[src/rtl/io_bus_responder_pkg.sv]
//------------------------------------------------------------------------------
// io_bus_responder_pkg : IO window map shared with the memory/IO router
// Revision: 1.0
//------------------------------------------------------------------------------
`default_nettype none

package io_bus_responder_pkg;

  localparam int unsigned IO_DW = 24;

  localparam logic [9:0] OFF_LED    = 10'h060;
  localparam logic [9:0] OFF_SW     = 10'h070;
  localparam logic [9:0] OFF_SW_EVT = 10'h074;
  localparam logic [9:0] OFF_TIMER  = 10'h080;

  typedef enum logic [2:0] {
    SEL_NONE  = 3'd0,
    SEL_LED   = 3'd1,
    SEL_SW    = 3'd2,
    SEL_EVT   = 3'd3,
    SEL_TIMER = 3'd4
  } io_sel_e;

  function automatic io_sel_e decode_offset(input logic [9:0] off);
    io_sel_e sel;
    sel = SEL_NONE;
    case (off)
      OFF_LED:    sel = SEL_LED;
      OFF_SW:     sel = SEL_SW;
      OFF_SW_EVT: sel = SEL_EVT;
      OFF_TIMER:  sel = SEL_TIMER;
      default:    sel = SEL_NONE;
    endcase
    return sel;
  endfunction

endpackage

`default_nettype wire

[src/rtl/io_bus_responder_switch_debouncer.sv]
//------------------------------------------------------------------------------
// io_bus_responder_switch_debouncer : 2-FF synchroniser plus shared stability
// counter; chg_o is a one-cycle mask of bits that changed in stable_o.
// Revision: 1.0
//------------------------------------------------------------------------------
`default_nettype none

module io_bus_responder_switch_debouncer #(
  parameter int unsigned WIDTH  = 24,
  parameter int unsigned DB_CYC = 230000
) (
  input  logic             clock,
  input  logic             reset,
  input  logic [WIDTH-1:0] raw_i,
  output logic [WIDTH-1:0] stable_o,
  output logic [WIDTH-1:0] chg_o
);

  localparam int unsigned CW = (DB_CYC > 1) ? $clog2(DB_CYC) : 1;
  localparam logic [CW-1:0] CNT_MAX = CW'(DB_CYC - 1);

  logic [WIDTH-1:0] sync1_q, sync_q, cand_q, stable_q, stable_d, cand_d;
  logic [CW-1:0]    cnt_q, cnt_d;
  logic             commit;

  // One counter covers the whole bank: any bit moving restarts the window.
  always_comb begin
    cand_d   = cand_q;
    cnt_d    = cnt_q;
    stable_d = stable_q;
    commit   = 1'b0;
    if (sync_q != cand_q) begin
      cand_d = sync_q;
      cnt_d  = '0;
    end else if (cnt_q == CNT_MAX) begin
      if (cand_q != stable_q) begin
        stable_d = cand_q;
        commit   = 1'b1;
      end
    end else begin
      cnt_d = cnt_q + 1'b1;
    end
  end

  always_ff @(posedge clock) begin
    if (reset) begin
      sync1_q  <= '0;
      sync_q   <= '0;
      cand_q   <= '0;
      stable_q <= '0;
      cnt_q    <= '0;
    end else begin
      sync1_q  <= raw_i;
      sync_q   <= sync1_q;
      cand_q   <= cand_d;
      stable_q <= stable_d;
      cnt_q    <= cnt_d;
    end
  end

  assign stable_o = stable_q;
  assign chg_o    = commit ? (stable_q ^ cand_q) : '0;

endmodule

`default_nettype wire

[src/rtl/io_bus_responder.sv]
//------------------------------------------------------------------------------
// io_bus_responder : LED, debounced switches with change flags and ms timer
// behind the CPU IO window, with a registered 1-cycle read path.
// Revision: 1.0
//------------------------------------------------------------------------------
`default_nettype none

module io_bus_responder
  import io_bus_responder_pkg::*;
#(
  parameter int unsigned CLK_HZ      = 23_000_000,
  parameter int unsigned DEBOUNCE_MS = 10,
  parameter logic [31:0] IO_BASE     = 32'hFFFFFC00
) (
  input  logic             clock,
  input  logic             reset,
  input  logic             io_read,
  input  logic             io_write,
  input  logic [31:0]      addr_in,
  input  logic [31:0]      wdata,
  input  logic [IO_DW-1:0] switch_in,
  output logic [IO_DW-1:0] io_rdata,
  output logic [IO_DW-1:0] led_out
);

  localparam int unsigned MS_DIV = CLK_HZ / 1000;
  localparam int unsigned DB_CYC = MS_DIV * DEBOUNCE_MS;
  localparam int unsigned PS_W   = (MS_DIV > 1) ? $clog2(MS_DIV) : 1;
  localparam logic [PS_W-1:0] PS_MAX = PS_W'(MS_DIV - 1);

  logic             hit;
  io_sel_e          sel;
  logic [IO_DW-1:0] wd;
  logic [IO_DW-1:0] sw_stable, sw_chg;
  logic [IO_DW-1:0] rd_val;

  logic [IO_DW-1:0] led_q, led_d;
  logic [IO_DW-1:0] sw_evt_q, sw_evt_d;
  logic [IO_DW-1:0] io_rdata_q, io_rdata_d;
  logic [PS_W-1:0]  ps_q, ps_d;
  logic [IO_DW-1:0] ms_count_q, ms_count_d;

  logic unused_wdata;
  assign unused_wdata = &{1'b0, wdata[31:IO_DW]};

  assign hit = (addr_in[31:10] == IO_BASE[31:10]);
  assign sel = hit ? decode_offset(addr_in[9:0]) : SEL_NONE;
  assign wd  = wdata[IO_DW-1:0];

  io_bus_responder_switch_debouncer #(
    .WIDTH  (IO_DW),
    .DB_CYC (DB_CYC)
  ) u_debouncer (
    .clock    (clock),
    .reset    (reset),
    .raw_i    (switch_in),
    .stable_o (sw_stable),
    .chg_o    (sw_chg)
  );

  always_comb begin
    rd_val = '0;
    case (sel)
      SEL_LED:   rd_val = led_q;
      SEL_SW:    rd_val = sw_stable;
      SEL_EVT:   rd_val = sw_evt_q;
      SEL_TIMER: rd_val = ms_count_q;
      default:   rd_val = '0;
    endcase
  end

  always_comb begin
    led_d      = led_q;
    sw_evt_d   = sw_evt_q;
    ps_d       = ps_q;
    ms_count_d = ms_count_q;
    io_rdata_d = io_read ? rd_val : io_rdata_q;

    if (io_write && sel == SEL_LED) led_d = wd;

    // New change flags are OR-ed in after the clear so a same-edge set wins.
    if (io_write && sel == SEL_EVT) sw_evt_d = sw_evt_q & ~wd;
    sw_evt_d = sw_evt_d | sw_chg;

    if (io_write && sel == SEL_TIMER) begin
      ps_d       = '0;
      ms_count_d = '0;
    end else if (ps_q == PS_MAX) begin
      ps_d       = '0;
      ms_count_d = ms_count_q + 1'b1;
    end else begin
      ps_d = ps_q + 1'b1;
    end
  end

  always_ff @(posedge clock) begin
    if (reset) begin
      led_q      <= '0;
      sw_evt_q   <= '0;
      io_rdata_q <= '0;
      ps_q       <= '0;
      ms_count_q <= '0;
    end else begin
      led_q      <= led_d;
      sw_evt_q   <= sw_evt_d;
      io_rdata_q <= io_rdata_d;
      ps_q       <= ps_d;
      ms_count_q <= ms_count_d;
    end
  end

  assign io_rdata = io_rdata_q;
  assign led_out  = led_q;

endmodule

`default_nettype wire
[config.mk]
export PLATFORM = sky130hd
export DESIGN_NAME = io_bus_responder
export DESIGN_NICKNAME = d
export VERILOG_FILES = /design/src/rtl/io_bus_responder_pkg.sv /design/src/rtl/io_bus_responder_switch_debouncer.sv /design/src/rtl/io_bus_responder.sv
export SDC_FILE = /design/constraint.sdc
export NUM_CORES = 1
export LEC_CHECK = 0
export ABC_AREA = 1
export ABC_CLOCK_PERIOD_IN_PS = 2430
export CORE_ASPECT_RATIO = 1.4
export CORE_MARGIN = 8
export CORE_UTILIZATION = 64
export CTS_CLUSTER_SIZE = 10
export DETAILED_ROUTE_END_ITERATION = 8
export DONT_BUFFER_PORTS = 1
export MAX_ROUTING_LAYER = met4
export PLACE_DENSITY = 0.8
export SLEW_MARGIN = 20
export SYNTH_ARGS = -nofsm -noshare
export SYNTH_HDL_FRONTEND = slang
export SYNTH_HIERARCHICAL = 1
export SYNTH_SLANG_ARGS = --single-unit
[constraint.sdc]
create_clock -name clock -period 2.43 [get_ports clock]
set_clock_uncertainty 0.1 [all_clocks]
set_input_delay 0.486 -clock clock [delete_from_list [all_inputs] [get_ports clock]]
set_output_delay 0.486 -clock clock [all_outputs]
set_load 0.03 [all_outputs]
Yosys cells after proc, flatten, opt, wreduce, memory -nomap -nowiden
Index checks and enable logic that the tools add are counted.
W data, S select, Z words.
{"block": "classes", "n_bitwise": 5, "n_addsub": 3, "n_mul": 0, "reduce_logical": 7, "n_shift": 0, "n_eq_ne": 13, "mux": 8, "div_mod_pow": 0, "magnitude_cmp": 0}
{"cell": "$pmux W24 S4", "count": 1}
{"cell": "$mux W24", "count": 2}
{"cell": "$ne A24 B24 Y1", "count": 2}
{"cell": "$eq A10 B7 Y1 const B", "count": 3}
{"cell": "$add A24 B1 Y24 const B", "count": 1}
{"cell": "$and A24 B24 Y24", "count": 1}
{"cell": "$not A24 Y24", "count": 1}
{"cell": "$or A24 B24 Y24", "count": 1}
{"cell": "$xor A24 B24 Y24", "count": 1}
{"cell": "$eq A22 B22 Y1 const B", "count": 1}
{"cell": "$add A18 B1 Y18 const B", "count": 1}
{"cell": "$eq A18 B18 Y1 const B", "count": 1}
{"cell": "$add A15 B1 Y15 const B", "count": 1}
{"cell": "$eq A15 B15 Y1 const B", "count": 1}
{"cell": "$pmux W3 S4", "count": 1}
{"cell": "$eq A10 B8 Y1 const B", "count": 1}
{"cell": "$eq A3 B2 Y1 const B", "count": 2}
{"cell": "$reduce_or A2 Y1", "count": 2}
{"cell": "$eq A3 B1 Y1 const B", "count": 1}
{"cell": "$eq A3 B3 Y1 const B", "count": 1}
{"cell": "$logic_and A1 B1 Y1", "count": 3}
{"cell": "$mux W1", "count": 3}
{"cell": "$mux W3", "count": 1}
{"cell": "$reduce_and A3 Y1", "count": 1}
{"cell": "2 further kinds", "count": 2}
{"block": "word_totals", "output_inout_bits": 48, "mem_bits_rw": 0, "latch_bits": 0, "mem_count": 0, "word_cells": 46, "mem_bits_ro": 0, "ff_bits": 225}

Logic depth before layout (Yosys ltp)
{"block": "logic_depth", "depth_word": 7, "ltp_mapped": 15, "ltp_nobuf": 14}

Modules after synthesis
The synthesis kept the hierarchy.
{"mod": "io_bus_responder", "n_inst": 1, "area_each_um2": 6004.5, "cells_each": 869, "seq_area_each_um2": 2222.1}
{"mod": "io_bus_responder_switch_debouncer", "n_inst": 1, "area_each_um2": 5037.3, "cells_each": 749, "seq_area_each_um2": 2282.2}

Worst setup path after synthesis
Ideal clock, no wire load.
{"block": "synth_timing", "kind": "reg-to-reg", "startpoint": "reg u_debouncer.cnt_q[0]", "endpoint": "reg sw_evt_q[17]", "path_stages_with_launch": 13, "path_buffers": 1, "setup_ns": 0.070, "t_arrival_ns": 1.778, "path_slack_ns": 0.481, "cell_sequence": "dfxtp_1 ha_1 nand2_1 nor3_1 inv_1 nor2_2 nand2_2 nor2_8 inv_2 buf_6 a21oi_2 inv_1 a21oi_1"}
{"block": "synth_via", "elab_chain_len": 5}
{"element": "from (decl)", "line_no": "io_bus_responder_switch_debouncer.sv:23", "text": "logic [CW-1:0] cnt_q, cnt_d;"}
{"element": "from (signal assigned)", "line_no": "io_bus_responder_switch_debouncer.sv:57", "text": "cnt_q <= cnt_d;"}
{"element": "$eq A18 B18 Y1", "line_no": "io_bus_responder_switch_debouncer.sv:35", "text": "end else if (cnt_q == CNT_MAX) begin"}
{"element": "$mux W1", "line_no": "io_bus_responder_switch_debouncer.sv:35"}
{"element": "$mux W1", "line_no": "io_bus_responder_switch_debouncer.sv:32", "text": "if (sync_q != cand_q) begin"}
{"element": "$mux W24", "line_no": "io_bus_responder_switch_debouncer.sv:62", "text": "assign chg_o = commit ? (stable_q ^ cand_q) : '0;"}
{"element": "named net sw_chg[17]", "line_no": "io_bus_responder.sv:34", "text": "logic [IO_DW-1:0] sw_stable, sw_chg;"}
{"element": "$or A24 B24 Y24", "line_no": "io_bus_responder.sv:83", "text": "sw_evt_d = sw_evt_d | sw_chg;"}
{"element": "to (signal assigned)", "line_no": "io_bus_responder.sv:105", "text": "sw_evt_q <= sw_evt_d;"}
{"element": "to (decl)", "line_no": "io_bus_responder.sv:38", "text": "logic [IO_DW-1:0] sw_evt_q, sw_evt_d;"}
The timed path passes the listed nets, and every way through them passes these cells.
A chain may end at the register's enable or synchronous reset.

Final worst setup path
{"block": "layout_timing", "startpoint": "reg u_debouncer.cnt_q[1]", "endpoint": "reg sw_evt_q[0]"}
The elaborated chain is that of the path after synthesis.

==> impl_metrics.toml <==
[final_layout]
regArea_um2 = 4500
fillers = 1441
multi_input_area_um2 = 5190
final_util = 0.708
syn_to_final_growth_pct = 9.72
layout.nets = 1726
fin_cells = 1840
drive_above_1_share = 0.0686

[drt]
vias = 10100
drt_first_iter_violations = 742
wire_per_inst_um = 15.3
wirelength_mm = 28.1
drc_errors = 0
drtAntennaViolNets = 0
drtPass1Iterations = 7
viasPerCell = 5.47

[clock_network]
clock_latency_ps = 520
clk_pin_slew_ps = 50
root_buffer = "clkbuf_16"
ctsResizeCount = 0
cts_tree = "done"
post_cts_buffers = 0
cts_buffer_depth = 3
htreeDepth = 1
cts_made_buffers = 26
cts.sinks = 225

[pwr]
leakagePower_nw = 5.27
p_per_area_nw_per_um2 = 620
pwr-share-clk = 0.454
peakVddDrop_mv = 0.595
intPower_w = 0.00587
comb_power_share = 0.043
p_total_w = 0.00751
power.switching_w = 0.00164
netSwitchingFraction = 0.218
p_seq_frac = 0.503

[floorplan]
start_util = 0.645
die-area_um2 = 21800
core_um2 = 17100
die_y_um = 171
io-pin-count = 140
die_width_um = 127
rows = 57

[worst_setup_path]
path_buf_inv = 3
cp_max_fo = 22
start_kind = "register"
crit_arrival_ps = 2590
path_class = "reg -> reg"
cpPeakStageDelay_ps = 380
cp.required_ps = 2780
crit_path_top_delay_cell = "dfxtp_1"
cp_cell_sequence = "ha_1, nand2_1, nor3_1, inv_1, nor2_2, nand2_2, nor2_8, inv_2, a21oi_1, inv_1, a21oi_1"
crit_family = "simple AND/OR/NAND/NOR gates"
endpoint_kind = "register"

[logic_synthesis]
synth_nets = 1713
synth_cell_type_count = 37
synth_xor_area_frac = 0.0317
syn_avg_cell_area_um2 = 6.82
synthCells = 1618
synth-simple-area-share = 0.332
synth_top_family_by_area = "simple AND/OR/NAND/NOR gates"
yosys.area_share.adder = 0.00340
mappedNetlistArea_um2 = 11000
yosysWarnings = 6
synth_seq_area_share = 0.408
synth.ff_latch_count = 225
yosys-mux-area-fraction = 0
synth_compound_area_frac = 0.103

[grt]
grt-ovfl-total = 0
antenna_found_initial = 1
grt_pass1_wl_mm = 45.8
grt_pass1_vias = 9522
grt_max_degree = 104
track_usage = 0.262

[place]
gp_congestion = 0.958
dp_cells = 1773
dpl.hpwl_mm = 19.5
port_buffers = 0

[job]
maxCapViolations = 0

[hold_path]
hold_class = "in -> reg"

[sta]
fmax_ghz = 0.446
setup_tns_ps = 0
finalSetupViolCount = 0
tightest_slew_ps = 845
period_share = 0.923
period_needed_ps = 2240
hold_viol = 0
drv_slew = 0
maxSlewHeadroom = 0.436
rsz0062_at_grt = "false"

[outcome]
status = "complete, no violations"
cells in the mapped netlist, drive strengths merged:
library cell / instances / area, um^2
and3: 2 / 12.5
a21oi: 124 / 684
xor2: 24 / 210
nor4: 4 / 31.3
dfxtp: 225 / 4500
clkinv: 1 / 3.75
and2: 2 / 12.5
nor3b: 8 / 60.1
clkbuf: 24 / 90.1
nand2: 368 / 1390
o21ai: 54 / 270
nand4: 91 / 569
inv: 238 / 893
o211ai: 1 / 7.51
ha: 3 / 37.5
nor3: 25 / 150
o21a: 1 / 7.51
or2: 3 / 18.8
xnor2: 16 / 140
buf: 49 / 359
o21bai: 23 / 173
nor2: 262 / 1050
nand3: 70 / 368
worst paths after layout:
path / startpoint / endpoint / slack, ps / cells past startpoint
setup reg to reg: u_debouncer/cnt_q[1]$_SDFFE_PP0P_ / sw_evt_q[0]$_SDFF_PP0_ / 190 / 11
setup / recovery: u_debouncer/cnt_q[1]$_SDFFE_PP0P_ / sw_evt_q[0]$_SDFF_PP0_ / 190 / 11
hold reg to reg: u_debouncer/sync1_q[9]$_SDFF_PP0_ / u_debouncer/sync_q[9]$_SDFF_PP0_ / 300 / 2
hold / removal: wdata[16] / led_out[16]$_SDFFE_PP0P_ / 20 / 2
what timing repair did:
| action | in CTS | in global routing |
|---|---|---|
| setup endpoints to repair | 0 | 0 |
| endpoints found under the hold margin | 120 | 0 |
| hold buffers | 36 | 0 |
logic make-up after synthesis:
| group | Yosys count |
|---|---|
| compound gates | 203 |
| xor+xnor | 40 |
| simple gates | 835 |
| flops | 225 |
| fa+ha+maj | 3 |
| buf+inv | 312 |
power groups by stage:
stage / combinational (W) / clock [W] / sequential [W]
after floorplan: 0.000224 / 0 / 0.00385
after global placement: 0.000247 / 0 / 0.00385
after detailed placement: 0.000252 / 0 / 0.00385
after CTS: 0.000322 / 0.00347 / 0.00377
after global routing: 0.000367 / 0.00362 / 0.00378
final: 0.000325 / 0.00341 / 0.00377
placed cells by master, fill, tap and decap left out, types with 21 or more instances in the layout:
| master | count |
|---|---|
| nor2_1 | 247 |
| nand2_1 | 365 |
| inv_1 | 223 |
| buf_4 | 21 |
| o21bai_1 | 23 |
| nand3_1 | 68 |
| o21ai_0 | 54 |
| clkbuf_16 | 27 |
| dfxtp_1 | 225 |
| xor2_1 | 24 |
| dlygate4sd3_1 | 35 |
| a21oi_1 | 107 |
| nand4_1 | 91 |
metrics by stage:
stage	worst slack [ps]	cell area (um^2)	hold WS, ps
final	187	12100	15.1
after global routing	18.8	12100	11.5
after global placement	239	11000	291
after detailed placement	230	11000	292
after CTS	205	12100	4.71
after floorplan	481	11000	288
per-layer routing:
layer  vias up  global-route usage  wire (um)
li1       5122                   -          -
met1      4570               0.279      11000
met2       296               0.474      14400
met3        78              0.0416       1610
met4         0               0.111       1040
met5         -                   -          0
final cells by class:
| class | instances | share of cell area |
|---|---|---|
| Multi-Input combinational cell | 1081 | 0.428 |
| Timing Repair Buffer | 58 | 0.0459 |
| Antenna cell | 1 | 0.000207 |
| Inverter | 239 | 0.0740 |
| Clock buffer | 30 | 0.0583 |
| Sequential cell | 225 | 0.372 |
| Tap cell | 206 | 0.0213 |
state kept, by name, summed over array words and instances, names as in the netlist:
register / flops
io_rdata: 24
led_out: 24
ms_count_q: 24
sw_evt_q: 24
u_debouncer/cand_q: 24
u_debouncer/stable_o: 24
u_debouncer/sync1_q: 24
u_debouncer/sync_q: 24
u_debouncer/cnt_q: 18
ps_q: 15
Power figures use the tool's default switching activity.
